--- src/rtl/adder_share_arb.sv ---
// Round-robin sharing of one external 32-bit adder among NREQ requesters.
// Optional ADDER_CHECK_EN: sticky err when the adder result disagrees with a behavioural sum.
module adder_share_arb #(
    parameter int NREQ    = 4,
    parameter int ADD_LAT = 1,
    localparam int IDW    = (NREQ > 1) ? $clog2(NREQ) : 1
) (
    input  logic                 clk,
    input  logic                 rst_n,
    input  logic [NREQ-1:0]      req_valid,
    output logic [NREQ-1:0]      req_ready,
    input  logic [32*NREQ-1:0]   req_a,
    input  logic [32*NREQ-1:0]   req_b,
    input  logic [NREQ-1:0]      req_cin,
    output logic [31:0]          add_a,
    output logic [31:0]          add_b,
    output logic                 add_cin,
    input  logic [31:0]          add_s,
    input  logic                 add_cout,
    output logic                 rsp_valid,
    input  logic                 rsp_ready,
    output logic [IDW-1:0]       rsp_id,
    output logic [31:0]          rsp_sum,
    output logic                 rsp_cout,
    output logic                 err
);
    localparam int CW = (ADD_LAT > 1) ? $clog2(ADD_LAT) : 1;

    typedef enum logic [1:0] {S_IDLE, S_WAIT, S_RESP} state_t;

    state_t          r_state, w_next;
    logic [IDW-1:0]  r_ptr;
    logic [CW-1:0]   r_cnt;
    logic [31:0]     r_a, r_b, r_sum;
    logic            r_cin, r_cout, r_rsp_valid;
    logic [IDW-1:0]  r_id;

    logic            w_found;
    logic [IDW-1:0]  w_gnt;
    logic [IDW:0]    w_idx;
    logic [NREQ-1:0] w_ready;
    logic [31:0]     w_sel_a, w_sel_b;
    logic            w_sel_cin;
    logic            w_take, w_done, w_fire;

    // Descending scan so the requester closest to r_ptr wins last.
    always_comb begin
        w_found = 1'b0;
        w_gnt   = '0;
        w_idx   = '0;
        for (int k = NREQ-1; k >= 0; k--) begin
            w_idx = {1'b0, r_ptr} + (IDW+1)'(k);
            if (w_idx >= (IDW+1)'(NREQ))
                w_idx = w_idx - (IDW+1)'(NREQ);
            if (req_valid[w_idx[IDW-1:0]]) begin
                w_found = 1'b1;
                w_gnt   = w_idx[IDW-1:0];
            end
        end
    end

    always_comb begin
        w_sel_a   = '0;
        w_sel_b   = '0;
        w_sel_cin = 1'b0;
        for (int i = 0; i < NREQ; i++) begin
            if (w_gnt == IDW'(i)) begin
                w_sel_a   = req_a[32*i +: 32];
                w_sel_b   = req_b[32*i +: 32];
                w_sel_cin = req_cin[i];
            end
        end
    end

    always_comb begin
        w_ready = '0;
        if (r_state == S_IDLE && w_found)
            w_ready[w_gnt] = 1'b1;
    end

    assign w_take = (r_state == S_IDLE) && w_found;
    assign w_done = (r_state == S_WAIT) && (r_cnt == '0);
    assign w_fire = r_rsp_valid && rsp_ready;

    always_comb begin
        w_next = r_state;
        case (r_state)
            S_IDLE:  if (w_take) w_next = S_WAIT;
            S_WAIT:  if (w_done) w_next = S_RESP;
            S_RESP:  if (w_fire) w_next = S_IDLE;
            default: w_next = S_IDLE;
        endcase
    end

    always_ff @(posedge clk) begin
        if (!rst_n) r_state <= S_IDLE;
        else        r_state <= w_next;
    end

    always_ff @(posedge clk) begin
        if (!rst_n) begin
            r_a         <= '0;
            r_b         <= '0;
            r_cin       <= 1'b0;
            r_id        <= '0;
            r_cnt       <= '0;
            r_sum       <= '0;
            r_cout      <= 1'b0;
            r_rsp_valid <= 1'b0;
            r_ptr       <= '0;
        end else begin
            if (w_take) begin
                r_a   <= w_sel_a;
                r_b   <= w_sel_b;
                r_cin <= w_sel_cin;
                r_id  <= w_gnt;
                r_cnt <= CW'(ADD_LAT-1);
            end
            if (w_done) begin
                r_sum       <= add_s;
                r_cout      <= add_cout;
                r_rsp_valid <= 1'b1;
            end else if (r_state == S_WAIT) begin
                r_cnt <= r_cnt - CW'(1);
            end
            // Pointer moves past the served requester only once its response is taken.
            if (w_fire) begin
                r_rsp_valid <= 1'b0;
                r_ptr       <= (r_id == IDW'(NREQ-1)) ? '0 : r_id + IDW'(1);
            end
        end
    end

`ifdef ADDER_CHECK_EN
    logic [32:0] w_ref;
    logic        r_err;
    assign w_ref = {1'b0, r_a} + {1'b0, r_b} + {32'd0, r_cin};
    always_ff @(posedge clk) begin
        if (!rst_n)                                     r_err <= 1'b0;
        else if (w_done && ({add_cout, add_s} != w_ref)) r_err <= 1'b1;
    end
    assign err = r_err;
`else
    assign err = 1'b0;
`endif

    assign req_ready = w_ready;
    assign add_a     = r_a;
    assign add_b     = r_b;
    assign add_cin   = r_cin;
    assign rsp_valid = r_rsp_valid;
    assign rsp_id    = r_id;
    assign rsp_sum   = r_sum;
    assign rsp_cout  = r_cout;
endmodule
--- config.mk ---
export PLATFORM = sky130hd
export DESIGN_NAME = adder_share_arb
export DESIGN_NICKNAME = d
export VERILOG_FILES = /design/src/rtl/adder_share_arb.sv
export SDC_FILE = /design/constraint.sdc
export NUM_CORES = 1
export LEC_CHECK = 0
export BUFFER_PORTS_ARGS = -buffer_cell sky130_fd_sc_hd__buf_2
export CORE_AREA = 4 4 156 158
export DETAILED_ROUTE_END_ITERATION = 7
export DIE_AREA = 0 0 160 162
export MAX_ROUTING_LAYER = met4
export PLACE_DENSITY_LB_ADDON = 0.25
export SLEW_MARGIN = 20
export SYNTH_ARGS = -nofsm -noshare
export SYNTH_HDL_FRONTEND = slang
export SYNTH_SLANG_ARGS = --single-unit
export TNS_END_PERCENT = 20
--- constraint.sdc ---
create_clock -name clk -period 2.2 [get_ports clk]
set_clock_uncertainty 0.2 [all_clocks]
set_input_delay 0.22 -clock clk [delete_from_list [all_inputs] [get_ports clk]]
set_output_delay 0.22 -clock clk [all_outputs]
set_load 0.02 [all_outputs]
==> impl_results.md, run 1 <==
- Min Clock Period, post-route: 2.138 ns
- Final net count: 1562
- Largest net degree at the start of global routing: 68
- CP max stage cell: dfxtp_2
- Synth top area cells: dfxtp_1 36%, mux2i_1 11%, nand2_1 8.5%
- Total Wirelength: 27810 um
- Syn avg cell area: 8.341 um^2
- WL per Instance: 17.85 um
- Gpl congestion: 0.8285
- Placed instance area: 8378 um^2
- Syn Inst Count: 716
- CP Launch Type: register
- Post-synth ARST share: 0%
- YS warnings: 0
- DR pass1 iterations: 4
- Logic pwr share: 35.5%
- Critical path peak fanout: 13
- Tot Pwr: 6.169 mW
- # H-tree levels: 3
- Fin crit share: 97.17%
- Max-cap violations: 0
- CP Capture Type: register
- TritonCTS buffer count: 9
- Outcome: finished, final reports clean
- Clock network latency to the later pin of the worst-skew pair: 0.35 ns
- Psw: 2.070 mW
- Reg-to-reg slack, setup: 0.06 ns
- WP buf/inv: 4
- Clk buf depth: 2
- DRC errors left: 0
- Hold Startpoint: req_a[32]
- Top-Level Pins: 406
- Tot GR Track Use: 20.57%
- Leak Pwr: 4.742 nW
- Routed vias: 7479
- Fin. max-slew vios: 0
- Num rows: 56
- Post-synth top area share: 35.53%
- Post-synth top flop: dfxtp_1
- Number of synthesized flops with an enable pin: 0
- Routed vias/inst: 4.800
- Crit path largest cell delay: 0.34 ns
- Total gr overflow: 0
- Die area: 25920 um^2
- FMAX: 467.8 MHz
- Worst Path Arrival: 2.16 ns
- Die Span Y: 162 um
- Core area: 23120 um^2
- Clk network pwr share: 27.4%
- Hold worst-path end: add_a[0]
- Syn nets: 1017
- Detailed placer's ending HPWL: 18430 um
- WS Path Type: reg -> reg
- Yosys reg bits: 106
- PwrDens: 583.2 nW/um^2
- Hold path depth: 3
- Final instance area: 10580 um^2
- Reg-to-Reg End: add_b[30]
- Chip width: 160 um
- Reg2Reg Depth: 9
- CTS tree: built
- Sequential fraction of design power: 37.1%
- Fin. Hold Viols: 0
- Vias in the first global route: 7706
- Final count of negative-setup-slack endpoints: 0
- Worst VDD drop: 0.0002972 V
- Reg clk slew, reported paths: 0.08 ns
- Crit-path leading delay family: buffers and inverters
- 1st-iter DRT viols: 349
- Global-route wire length before repair: 41710 um
- I/O Buffers: 404
- DRT antenna net count: 0
- Cell Area, Synth: 5972 um^2
- Layout area overhead: 77.12%
- Initial Utilization: 25.83%
- Layout cells sized above 1: 38.39%
- Root Driver: clkbuf_16
- Int Power: 4.098 mW
- Worst Path Required: 2.22 ns
- Cell variety after synth: 38
- Sw Ratio: 33.56%
- Worst-Margin Slew: 0.7359 ns
- Clock sinks: 106
- Post-synthesis sequential area ratio: 35.53%
- Yosys top cell by area: dfxtp_1
- R2r startpoint: r_ptr[0]
- Unrepaired setup endpoints after global routing: true
- Max-slew headroom: 50.94%
- Crit-path cells: nand2b_4, nor3b_4, buf_4, buf_12, buf_4, clkbuf_16, o21a_1, o21ai_1, o211ai_1
- CP most frequent cell: buf_4
- Initial antenna violation count: 1
- Class of the worst hold path: in -> reg
## worst min-delay path, stage by stage
cell and delay [ns]:
buf_2 0.07, mux2i_1 0.08, o211ai_1 0.15
## cell families after synthesis
kind of cell	after synthesis	share of synthesized area, %
AOI/OAI and AO/OA	238	27.13
buffers and inverters	71	5.783
other	1	0.06279
muxes	66	11.06
adders and majority gates	1	0.2095
and+or+nand+nor	233	20.22
DFF	106	35.53
## sequential cells by signal, indices dropped and copies added (netlist names)
name and cells:
add_a 32, add_b 32, add_cin 1, r_cnt 1, r_ptr 2, r_state 2
rsp_cout 1, rsp_id 2, rsp_sum 32, rsp_valid 1
## power groups by stage
stage / logic (mW) / clock network, mW / registers (mW)
finish: 2.19 / 1.69 / 2.29
global route: 2.36 / 1.83 / 2.32
detailed placement: 1.85 / 0 / 2.33
global placement: 1.84 / 0 / 2.33
floorplan: 0.757 / 0 / 2.60
CTS: 2.13 / 1.77 / 2.29
## Yosys cell counts, drive strengths merged, types with 2 or more instances
cell / number
a211oi: 2
a21boi: 35
a21oi: 2
and2: 4
and3: 3
buf: 34
clkbuf: 36
dfxtp: 106
mux2i: 66
nand2: 136
nand2b: 2
nand3: 2
nor2: 3
nor2b: 5
nor3: 6
nor3b: 65
o211ai: 64
o21a: 65
o21ai: 67
or2: 3
## cells in the final DEF (no fill, tap or decap), types with 9 or more instances in the layout
cell	count
buf_2	401
dlygate4sd3_1	157
nand2_1	136
dfxtp_1	104
o21a_1	65
nor3b_1	64
o211ai_1	64
mux2i_1	63
o21ai_1	47
a21boi_0	35
buf_4	27
o21ai_0	20
clkbuf_16	12
buf_12	9
## area by class of cell
| class | count | area, um^2 |
|---|---|---|
| clock buffer | 10 | 229.0 |
| timing repair buffer | 604 | 4190 |
| antenna | 2 | 5.005 |
| fill | 2279 | 12540 |
| sequential | 106 | 2125 |
| inverter | 1 | 3.754 |
| clock inverter | 6 | 73.82 |
| multi-input combinational | 539 | 3588 |
| tap | 290 | 362.8 |
## per-stage QoR
step | hold slack, ns | std cells | setup WS [ns] | util (%) | TNS, ns
floorplan | 0.1649 | 716 | 0.05060 | - | 0
global placement | 0.2306 | 1367 | -0.03820 | 36.23 | -0.03820
detailed placement | 0.2421 | 1367 | -0.08038 | 36.23 | -0.08038
CTS | 0.00006051 | 1551 | 0.003796 | 45.00 | 0
global route | 0.01509 | 1557 | -0.01724 | 45.74 | -0.09205
finish | 0.01091 | 1558 | 0.06234 | 45.75 | 0
## what timing repair did
action,CTS,global route
resized for setup,7,17
hold buffers,155,2
setup buffers,11,0
endpoints found under the setup margin,5,23
pin swaps,4,3
cloned,2,3
endpoints found under the hold margin,87,1
## how the worst max path moves through the flow
stage / startpoint / endpoint / slack, ns / cells after the start
floorplan: r_ptr[0] / req_ready[2] / 0.05 / 7
global placement: req_valid[2] / add_b[3] / -0.04 / 8
detailed placement: req_valid[2] / add_b[3] / -0.08 / 8
CTS: r_ptr[0] / req_ready[2] / 0.004 / 6
global route: r_ptr[1] / add_a[20] / -0.02 / 8
finish: r_ptr[0] / add_b[30] / 0.06 / 9
## routing by layer
| layer | up-vias | part of all wire [%] | routed length, um | track usage, % |
|---|---|---|---|---|
| met1 | 3480 | 42 | 11550 | 23.89 |
| met5 | - | 0 | 0 | - |
| met3 | 43 | 5.5 | 1526 | 4.238 |
| met2 | 307 | 51 | 14090 | 35.99 |
| met4 | 0 | 2.3 | 640 | 6.140 |
| li1 | 3649 | - | - | - |
Power figures use the tool's default switching activity.
==> run 2: changes to the inputs <==
--- a/config.mk
+++ b/config.mk
@@ -6,9 +6,10 @@
 export NUM_CORES = 1
 export LEC_CHECK = 0
 export BUFFER_PORTS_ARGS = -buffer_cell sky130_fd_sc_hd__buf_2
-export CORE_AREA = 4 4 156 158
+export CORE_AREA = 4 4 157 159
 export DETAILED_ROUTE_END_ITERATION = 7
-export DIE_AREA = 0 0 160 162
+export DIE_AREA = 0 0 161 163
+export GPL_TIMING_DRIVEN = 0
 export MAX_ROUTING_LAYER = met4
 export PLACE_DENSITY_LB_ADDON = 0.25
 export SLEW_MARGIN = 20
==> impl_results.md, run 2 (synthesis results as in run 1) <==
- Worst Path Required: 1.78 ns (-0.44 ns)
- DRC errors left: 0 (unchanged)
- Die area: 26240 um^2 (+1.2%)
- Unrepaired setup endpoints after global routing: true
- CTS tree: built
- Fin. max-slew vios: 0 (unchanged)
- DRT antenna net count: 0 (unchanged)
- Routed vias: 7398 (-1.1%)
- PwrDens: 588.3 nW/um^2 (+0.87%)
- Chip width: 161 um (+0.63%)
- Max-slew headroom: 62.70% (+12 points)
- Total Wirelength: 28540 um (+2.6%)
- Crit-path cells: nand2b_4, nor3b_4, or2_4, buf_12, buf_12, nor3_4, buf_6
- Tot GR Track Use: 21.33% (+0.76 points)
- Die Span Y: 163 um (+0.62%)
- CP Capture Type: primary output
- Sequential cell area: 2125 um^2 (unchanged)
- Clk buf depth: 2 (unchanged)
- Final count of negative-setup-slack endpoints: 1 (+1)
- Fin. Hold Viols: 0 (unchanged)
- Leak Pwr: 4.722 nW (-0.43%)
- Sw Ratio: 32.81% (-0.75 points)
- Int Power: 4.135 mW (+0.90%)
- Outcome: complete, but fails checks
- Critical path peak fanout: 3 (-10)
- I/O Buffers: 404 (unchanged)
- Final Core Density: 44.98% (-0.77 points)
- Commonest non-fill, non-tap cell in the layout: buf_2
- CP max stage cell: dfxtp_2
- Core area: 23260 um^2 (+0.61%)
- Crit-path leading delay family: simple AND/OR/NAND/NOR gates
- CP most frequent cell: buf_12
- Tot Pwr: 6.155 mW (-0.23%)
- Routed vias/inst: 4.624 (-3.7%)
- Vias in the first global route: 7835 (+1.7%)
- 1st-iter DRT viols: 344 (-1.4%)
- Max-cap violations: 0 (unchanged)
- Logic pwr share: 34.8% (-0.7 points)
- Filler cells: 2325 (+2.0%)
- Setup ws final: -0.03303 ns (-0.09537 ns)
- TritonCTS buffer count: 9 (unchanged)
- Psw: 2.020 mW (-2.4%)
- Total gr overflow: 0 (unchanged)
- Worst VDD drop: 0.0003500 V (+18%)
- Crit path largest cell delay: 0.33 ns (about the same)
- Clk network pwr share: 28.1% (+0.7 points)
- CP Launch Type: register
- Worst-Margin Slew: 0.5595 ns (-0.1764 ns)
- Global-route wire length before repair: 42610 um (+2.2%)
- # diodes: 0 (-2)
- Most frequent cells in the layout: 414 x buf_2, 136 x nand2_1, 136 x dlygate4sd3_1
- Final net count: 1579 (+1.1%)
- Initial Utilization: 25.67% (-0.16 points)
- Num rows: 56 (unchanged)
- Worst Path Arrival: 1.81 ns (-0.35 ns)
- Min Clock Period, post-route: 2.233 ns (+0.09538 ns)
- Clock sinks: 106 (unchanged)
- Layout area overhead: 75.19%
- FMAX: 447.8 MHz (-4.3%)
- # H-tree levels: 3 (unchanged)
- Hold slack: 0.01131 ns (+0.0004033 ns)
- Area of the multi-input gates: 3618 um^2 (+0.84%)
- WP buf/inv: 3 (-1)
- Clock network latency to the later pin of the worst-skew pair: 0.34 ns (about the same)
- WL per Instance: 17.84 um (about the same)
- DR pass1 iterations: 4 (unchanged)
- Fin crit share: 101.5% (+4.3 points)
- Sequential fraction of design power: 37.1% (about the same)
- Initial antenna violation count: 0 (-1)
- Failing checks: setup timing
- Largest net degree at the start of global routing: 17 (-75%)
- Layout cells sized above 1: 39.81% (+1.4 points)
- WS Path Type: reg -> out
- Class of the worst hold path: in -> reg
- Gpl congestion: 0.8390 (+1.3%)
- Detailed placer's ending HPWL: 21090 um (+14%)
- Top-Level Pins: 406 (unchanged)
- Root Driver: clkbuf_16
- Reg clk slew, reported paths: 0.07 ns (about the same)
run 2: cell types whose count changed in the layout (fill, tap and decap cells not counted), moves of 4 or more:
cell / before / now
dlygate4sd3_1: 157 / 136
clkbuf_1: 1 / 15
buf_2: 401 / 414
clkbuf_2: 0 / 11
clkbuf_4: 0 / 7
mux2i_1: 63 / 57
buf_6: 3 / 8
mux2i_2: 2 / 7
buf_12: 9 / 5
buf_4: 27 / 23
run 2: metal layers:
layer | global-route usage, % | vias up | share of wire, %
met4 | 7.522 | 0 | 3.2
met2 | 37.64 | 317 | 50
li1 | - | 3680 | -
met1 | 24.50 | 3341 | 41
met5 | - | - | 0
met3 | 3.645 | 60 | 5.6
run 2: what timing repair did:
action,in CTS,in global routing
endpoints found under the hold margin,89,0
hold buffers,136,0
endpoints found under the setup margin,70,67
setup buffers,11,1
gates resized for setup,80,24
pin swaps,6,3
run 2: stage by stage:
| stage | TNS [ns] | area [um^2] | setup WS (ns) | std cells |
|---|---|---|---|---|
| 2_1_floorplan | 0 | 5972 | 0.05060 | 716 |
| 3_3_place_gp | -33.51 | 8393 | -0.6134 | 1439 |
| 3_5_place_dp | -35.65 | 8393 | -0.6131 | 1439 |
| 4_1_cts | -0.3494 | 10410 | -0.1271 | 1600 |
| 5_1_grt | -1.960 | 10460 | -0.1010 | 1600 |
| 6_report | -0.03303 | 10460 | -0.03303 | 1600 |
run 2: power by group through the flow:
stage / sequential (mW) / clock [mW] / combinational (mW)
detailed placement: 2.33 / 0 / 1.83
global placement: 2.32 / 0 / 1.83
floorplan: 2.60 / 0 / 0.757
global route: 2.31 / 1.86 / 2.32
CTS: 2.29 / 1.80 / 2.13
finish: 2.28 / 1.73 / 2.14
run 2: worst reg2reg max path, cell delays in order, from the launching register on:
cell and delay [ns]:
dfxtp_2 0.36, buf_4 0.12, nand2_1 0.05, a211oi_2 0.30, or2_4 0.23, nand3_1 0.12, buf_2 0.24, buf_2 0.23
o211ai_1 0.20
run 2: path summary, 6_finish.rpt:
path              startpoint      endpoint  slack, ns  cells after the start
setup / recovery    r_ptr[0]  req_ready[2]      -0.03                      7
hold / removal     req_b[26]     add_b[26]       0.01                      3
setup reg to reg    r_ptr[1]     add_a[10]       0.08                      8
hold reg to reg        r_cnt         r_cnt       0.24                      1
run 2: layout make-up:
class,instances,share of cell area [%]
sequential,106,20.31
buffer,69,4.772
multi-input combinational,539,34.59
clock buffer,9,2.153
inverter,1,0.03588
clock inverter,5,0.7773
tap,319,3.815
timing repair buffer,552,33.56
